==> config.mk <==
export PLATFORM = sky130hd
export DESIGN_NAME = dotp_seq
export DESIGN_NICKNAME = d
export VERILOG_FILES = /design/src/rtl/dotp_seq.sv
export SDC_FILE = /design/constraint.sdc
export NUM_CORES = 1
export LEC_CHECK = 0
export CAP_MARGIN = 30
export CORE_MARGIN = 4
export CORE_UTILIZATION = 35
export DETAILED_ROUTE_END_ITERATION = 10
export PLACE_DENSITY = 0.66
export RECOVER_POWER = 100
export SYNTH_ARGS = -nofsm -noshare
export SYNTH_HDL_FRONTEND = slang
export SYNTH_SLANG_ARGS = --single-unit
==> constraint.sdc <==
create_clock -name clk -period 3.5 [get_ports clk]
set_input_delay 0.525 -clock clk [delete_from_list [all_inputs] [get_ports clk]]
set_output_delay 0.525 -clock clk [all_outputs]
set_load 0.02 [all_outputs]
==> src/rtl/dotp_seq.sv <==
// dotp_seq: streams packed int8 operand beats through a 4-lane MAC and accumulates one result per job.
// Define DOTP_SAT_EN for saturating accumulation and the sticky sat_flag output.
module dotp_seq #(
  parameter int WIDTH_SUM = 32,
  parameter int ACC_W = 40,
  parameter int LEN_W = 16
) (
  input  logic                 clk,
  input  logic                 rst_n,
  input  logic                 start,
  input  logic [LEN_W-1:0]     cfg_len,
  output logic                 busy,
  input  logic                 in_valid,
  output logic                 in_ready,
  input  logic [31:0]          in_a,
  input  logic [31:0]          in_b,
  output logic [31:0]          mac_a,
  output logic [31:0]          mac_b,
  output logic [2:0]           mac_valid,
  input  logic [WIDTH_SUM-1:0] mac_sum,
  output logic                 out_valid,
  input  logic                 out_ready,
`ifdef DOTP_SAT_EN
  output logic                 sat_flag,
`endif
  output logic [ACC_W-1:0]     out_data
);
  localparam logic [1:0] S_IDLE = 2'd0, S_RUN = 2'd1, S_DONE = 2'd2;
  logic [1:0] r_state;
  logic [ACC_W-1:0] r_acc;
  logic [LEN_W-2:0] r_beats;
  logic [2:0] r_last;
  logic [LEN_W:0] w_len3;
  logic [ACC_W-1:0] w_ext, w_next;
  logic w_start, w_acc_en, w_last_beat;
  // One extra bit keeps ceil(L/4) exact for L = 2^LEN_W-1.
  assign w_len3 = {1'b0, cfg_len} + (LEN_W+1)'(3);
  assign w_start = r_state == S_IDLE && start;
  assign in_ready = r_state == S_RUN;
  assign busy = r_state != S_IDLE;
  assign out_valid = r_state == S_DONE;
  assign out_data = r_acc;
  assign mac_a = in_a;
  assign mac_b = in_b;
  assign w_last_beat = r_beats == (LEN_W-1)'(1);
  assign mac_valid = (in_ready && w_last_beat) ? r_last : 3'd4;
  assign w_acc_en = in_ready && in_valid;
  assign w_ext = ACC_W'($signed(mac_sum));
`ifdef DOTP_SAT_EN
  logic [ACC_W:0] w_wide;
  logic w_ovf, r_sat;
  assign w_wide = {r_acc[ACC_W-1], r_acc} + {w_ext[ACC_W-1], w_ext};
  assign w_ovf = w_wide[ACC_W] ^ w_wide[ACC_W-1];
  assign w_next = !w_ovf ? w_wide[ACC_W-1:0] :
                  w_wide[ACC_W] ? {1'b1, {(ACC_W-1){1'b0}}} : {1'b0, {(ACC_W-1){1'b1}}};
  assign sat_flag = r_sat;
  always_ff @(posedge clk) begin
    if (!rst_n) r_sat <= 1'b0;
    else if (w_start) r_sat <= 1'b0;
    else if (w_acc_en && w_ovf) r_sat <= 1'b1;
  end
`else
  assign w_next = r_acc + w_ext;
`endif
  // The accumulator doubles as the registered result once the last beat lands.
  always_ff @(posedge clk) begin
    if (!rst_n) begin
      r_state <= S_IDLE;
      r_acc <= '0;
      r_beats <= '0;
      r_last <= 3'd4;
    end else if (w_start) begin
      r_acc <= '0;
      r_beats <= w_len3[LEN_W:2];
      r_last <= cfg_len[1:0] == 2'd0 ? 3'd4 : {1'b0, cfg_len[1:0]};
      r_state <= cfg_len == '0 ? S_DONE : S_RUN;
    end else if (w_acc_en) begin
      r_acc <= w_next;
      r_beats <= r_beats - (LEN_W-1)'(1);
      r_state <= w_last_beat ? S_DONE : S_RUN;
    end else if (out_valid && out_ready) begin
      r_state <= S_IDLE;
    end
  end
endmodule
==> results summary, run 1 <==
The source of the worst register-to-register timing path is out_data[0]. The all-layer global routing usage came out at 16.4%. The worst-case setup slack after placement came out at -0.0742 ns. The synthesis-to-finish area growth is 17.7%.

The final period demand of the worst path came out at 3.34 ns. The final number of setup-violating endpoints came out at 0. The count of antenna diodes in the layout came out at 0.

The synthesized area divided by synthesized cell count came out at 7.52 um^2. In the routed layout, each cell is associated on average with a via count of around 5.5. For this design, the sink count on the clock tree is 60. The routed metal-1 wire length is between 6000 and 7000 um.

The post-cts hold buffer count came out at 0. The endpoint identified for the worst register-to-register timing path is out_data[38]. The most used flip-flop cell after synthesis is sky130_fd_sc_hd__dfxtp_1.

The number of iterations in the first detailed-routing pass came out at 5. The top cell types in the final layout, fill and taps aside, are sky130_fd_sc_hd__nand2_1, sky130_fd_sc_hd__a21oi_1, sky130_fd_sc_hd__dfxtp_1, sky130_fd_sc_hd__clkdlybuf4s50_1, sky130_fd_sc_hd__dlygate4sd3_1. The transition time of the tightest slew-check pin is 1.72 ns. The maximum level of the CTS H-tree is 3. Summed over all layers, the global routing overflow is 0.

The number of cells on the worst reg-to-reg path is 12. The worst setup path is captured at a primary output. The part of the Yosys area used for sequential elements came out at 22.4%. Dividing total power by cell area gives a power density of 372 mW/mm^2. Counting the fill cells in the layout gives 1518. The checks that failed: max-capacitance violations, max-slew violations. The slack of the worst reg-to-reg path is between 0.5 and 0.6 ns.

Of all flip-flops after synthesis, the portion carrying an async set or reset was 0%. Once the floorplan was initialized, standard cells occupied 36.3% of the core. The number of nets produced by synthesis is 872. The die extent in y came out at 132 um. The run finished, with violations left. The floorplan has 44 rows. The number of warnings issued by yosys came out at 0. The internal portion of the total power is ~1.6 mW.

The achievable clock frequency came out at 300 MHz. The number of global-route vias before repair came out at around 4800. The share of the clock period used by the worst path after layout came out at 95.4%.

The largest family of logic cells by synthesized area is compound AO/OA/AOI/OAI gates. Counting flops with a built-in enable in the synthesized netlist gives 0. The synthesized instance count is ~710. The post-synthesis share of cell area spent on and, or, nand and nor gates is 21.3%. Of the total synthesized cell area, the portion taken by XOR and XNOR cells is 7.19%.

The count of cells in the finished layout, fillers not included, comes to around 930. The analysis attributes to net switching a power of 0.792 mW. The clock transition at the registers of the reported paths is 0.05 ns. The path class of the tightest hold or removal check is register to register.

The path with the worst hold slack has its endpoint at r_last[1]. In this run, distinct cell masters in the synthesized netlist total 64. The final core utilization is 42.8%.

The data arrival at the endpoint of the critical path is 2.81 ns. The worst max-slew margin expressed relative to the limit came out at -14.9%. The maximum VDD drop came out at 0.235 mV. The design draws 2.34 mW.

The maximum number of pins on one net before global-route repair is 50. The total area inside the core boundary comes to 0.0148 mm^2. The initial antenna violation count came out at 0. The total length of routed met2 wires came out at between 6000 and 7000 um. Per report_power, the combinational group accounts for 31.0% of the total. Summed over all nets, the half-perimeter wirelength after detailed placement is 10700 um. The max-cap violation count is 1. The total CTS buffers is 9. Setup repair after global routing left no endpoint under its margin. The slack of the critical path is 0.162 ns.

The most common cell after layout, fill and taps aside is sky130_fd_sc_hd__nand2_1. The setup clock skew after layout is 0.00628 ns. Of the total power, registers draw around 34%. The final weighted congestion of routability-driven global placement is 0.853. The final-stage net count is between 800 and 900. The total wirelength of the detailed-routed design came out at 14500 um. The post-detailed-route count of antenna-violating nets is 0. The first global-routing pass estimated 24000 um of wire.

between 200 and 250 I/O pins were placed. The worst hold path passes through 2 cells. The switching part of the total power came out at 33.8%. The overall die area came out at roughly 0.017 mm^2. The multiplexer share of the synthesized area is 0.933%. The cell total after placement is 913.

The netlist area before placement came out at 0.00536 mm^2. The share of post-route cells with drive strength above 1 is 5.11%. The width of the chip came out at roughly 130 um.

After Yosys synthesis, full adders, half adders and majority gates account for 9.94% of the synthesized area. The synthesis-stage register bit count came out at 60. After the first detailed-routing iteration, the DRC count stood at 303.

The highest metal layer with signal wires is met4. The finished cells cover 0.00631 mm^2. The worst-skew pair later-pin latency is approximately 0.34 ns. The part of the power in the clock network is a little over a third. The final number of max-transition violations came out at 35. The instance area after placement came out at 0.00609 mm^2. In this run the worst path has a maximum fanout of 6. The worst hold path begins at r_last[1]. TritonCTS built the clock tree. The total number of vias came out at 5076.

For this design the static power due to leakage is 2.77 nW. The wire length per cell after detailed routing is 15.6 um. The worst setup path is of the register to primary output kind. The clock passes through at most 2 buffers. The worst setup path is launched from a register. The met3 wire length came out at 999 um. The cell sitting at the root of the clock tree is a sky130_fd_sc_hd__clkbuf_16. Summing the areas of all compound-gate instances in the mapped netlist gives 26.1% of the synthesized area. The number of remaining DRC errors is 0.

The endpoint required time on the critical path is between 2 and 3 ns. The final hold violation count is 0. Port buffering added 98 buffers.
metrics by stage:
| step | setup TNS [ns] | hold slack (ns) |
|---|---|---|
| 2_1_floorplan | 0 | 0.439 |
| 6_report | 0 | 0.457 |
| 4_1_cts | 0 | 0.460 |
| 3_5_place_dp | -0.195 | 0.453 |
| 5_1_grt | 0 | 0.484 |
| 3_3_place_gp | 0 | 0.453 |
layout make-up:
type | instances | area (um^2) | area share, %
clock buffers | 13 | 260 | 4.12
clock inverters | 2 | 10.0 | 0.159
inverters | 10 | 37.5 | 0.595
multi-input cells | 544 | 3480 | 55.1
flip-flops and latches | 60 | 1200 | 19.0
well taps | 184 | 230 | 3.65
repair buffers | 115 | 1090 | 17.3
how the worst max path moves through the flow:
| stage | start | endpoint | slack (ns) | cells past startpoint |
|---|---|---|---|---|
| finish | r_beats[4] | mac_valid[0] | 0.16 | 7 |
| global route | r_beats[4] | mac_valid[1] | 0.02 | 7 |
| CTS | r_beats[4] | mac_valid[0] | 0.03 | 7 |
| detailed placement | mac_sum[0] | out_data[34] | -0.07 | 12 |
| global placement | mac_sum[0] | out_data[38] | 0.01 | 13 |
| floorplan | mac_sum[0] | out_data[36] | 0.70 | 11 |
cells in the mapped netlist, types with 5 or more instances:
cell type	instances	area, um^2
sky130_fd_sc_hd__a21o_1	32	240
sky130_fd_sc_hd__a21oi_1	75	375
sky130_fd_sc_hd__a31oi_1	6	37.5
sky130_fd_sc_hd__a41oi_1	5	43.8
sky130_fd_sc_hd__and2_1	6	37.5
sky130_fd_sc_hd__and3_1	12	75.1
sky130_fd_sc_hd__buf_4	64	480
sky130_fd_sc_hd__clkbuf_1	30	113
sky130_fd_sc_hd__dfxtp_1	60	1200
sky130_fd_sc_hd__ha_1	41	513
sky130_fd_sc_hd__inv_1	9	33.8
sky130_fd_sc_hd__mux2i_1	5	50.1
sky130_fd_sc_hd__nand2_1	113	424
sky130_fd_sc_hd__nand3_1	23	115
sky130_fd_sc_hd__nand4_1	15	93.8
sky130_fd_sc_hd__nor2_1	34	128
sky130_fd_sc_hd__nor2b_1	6	37.5
sky130_fd_sc_hd__nor3_1	13	65.1
sky130_fd_sc_hd__nor4_1	7	43.8
sky130_fd_sc_hd__o21a_1	5	37.5
sky130_fd_sc_hd__o21ai_0	32	160
sky130_fd_sc_hd__xnor2_1	22	193
sky130_fd_sc_hd__xor2_1	22	193
registers in the layout, indices dropped and copies added, names as in the netlist:
name      count
r_last        3
r_state       2
r_beats      15
out_data     40
routing by layer:
metal  global-route usage [%]  vias up
met5                        0        -
met3                     4.31       21
li1                         -     2557
met2                     26.2      207
met4                     6.24        0
met1                     21.3     2291
what timing repair did:
action	in CTS	in global routing
setup buffers	0	0
setup endpoints to repair	0	2
gates resized for setup	0	2
logic make-up after synthesis:
logic type | after synthesis
AND/OR/NAND/NOR | 245
AO/OA/AOI/OAI | 208
buffers and inverters | 109
multiplexers | 5
flip-flops | 60
adder cells (fa/ha/maj) | 42
XOR/XNOR | 44
critical path: stages (launching register included):
cell                              delay (ns)
sky130_fd_sc_hd__dfxtp_1                0.36
sky130_fd_sc_hd__nor3_1                 0.26
sky130_fd_sc_hd__nand2b_1               0.11
sky130_fd_sc_hd__or3_1                  0.45
sky130_fd_sc_hd__nor3_2                 0.20
sky130_fd_sc_hd__and4b_2                0.32
sky130_fd_sc_hd__and3_1                 0.17
sky130_fd_sc_hd__clkdlybuf4s50_1        0.60
power by group through the flow:
stage               clock network, mW  logic [mW]  registers (mW)
global route                    0.882       0.808           0.794
global placement                    0       0.736           0.799
floorplan                           0       0.562           0.813
CTS                             0.854       0.742           0.786
detailed placement                  0       0.738           0.800
finish                          0.833       0.726           0.786
Note: power is estimated with default switching activity, not from simulation.
==> inputs of run 2 (changes only) <==
--- a/config.mk
+++ b/config.mk
@@ -8,6 +8,7 @@
 export CAP_MARGIN = 30
 export CORE_MARGIN = 4
 export CORE_UTILIZATION = 35
+export CTS_CLUSTER_DIAMETER = 120
 export DETAILED_ROUTE_END_ITERATION = 10
 export PLACE_DENSITY = 0.66
 export RECOVER_POWER = 100
==> results of run 2 <==
No change in the layout: final DEF, timing and power equal those of run 1.
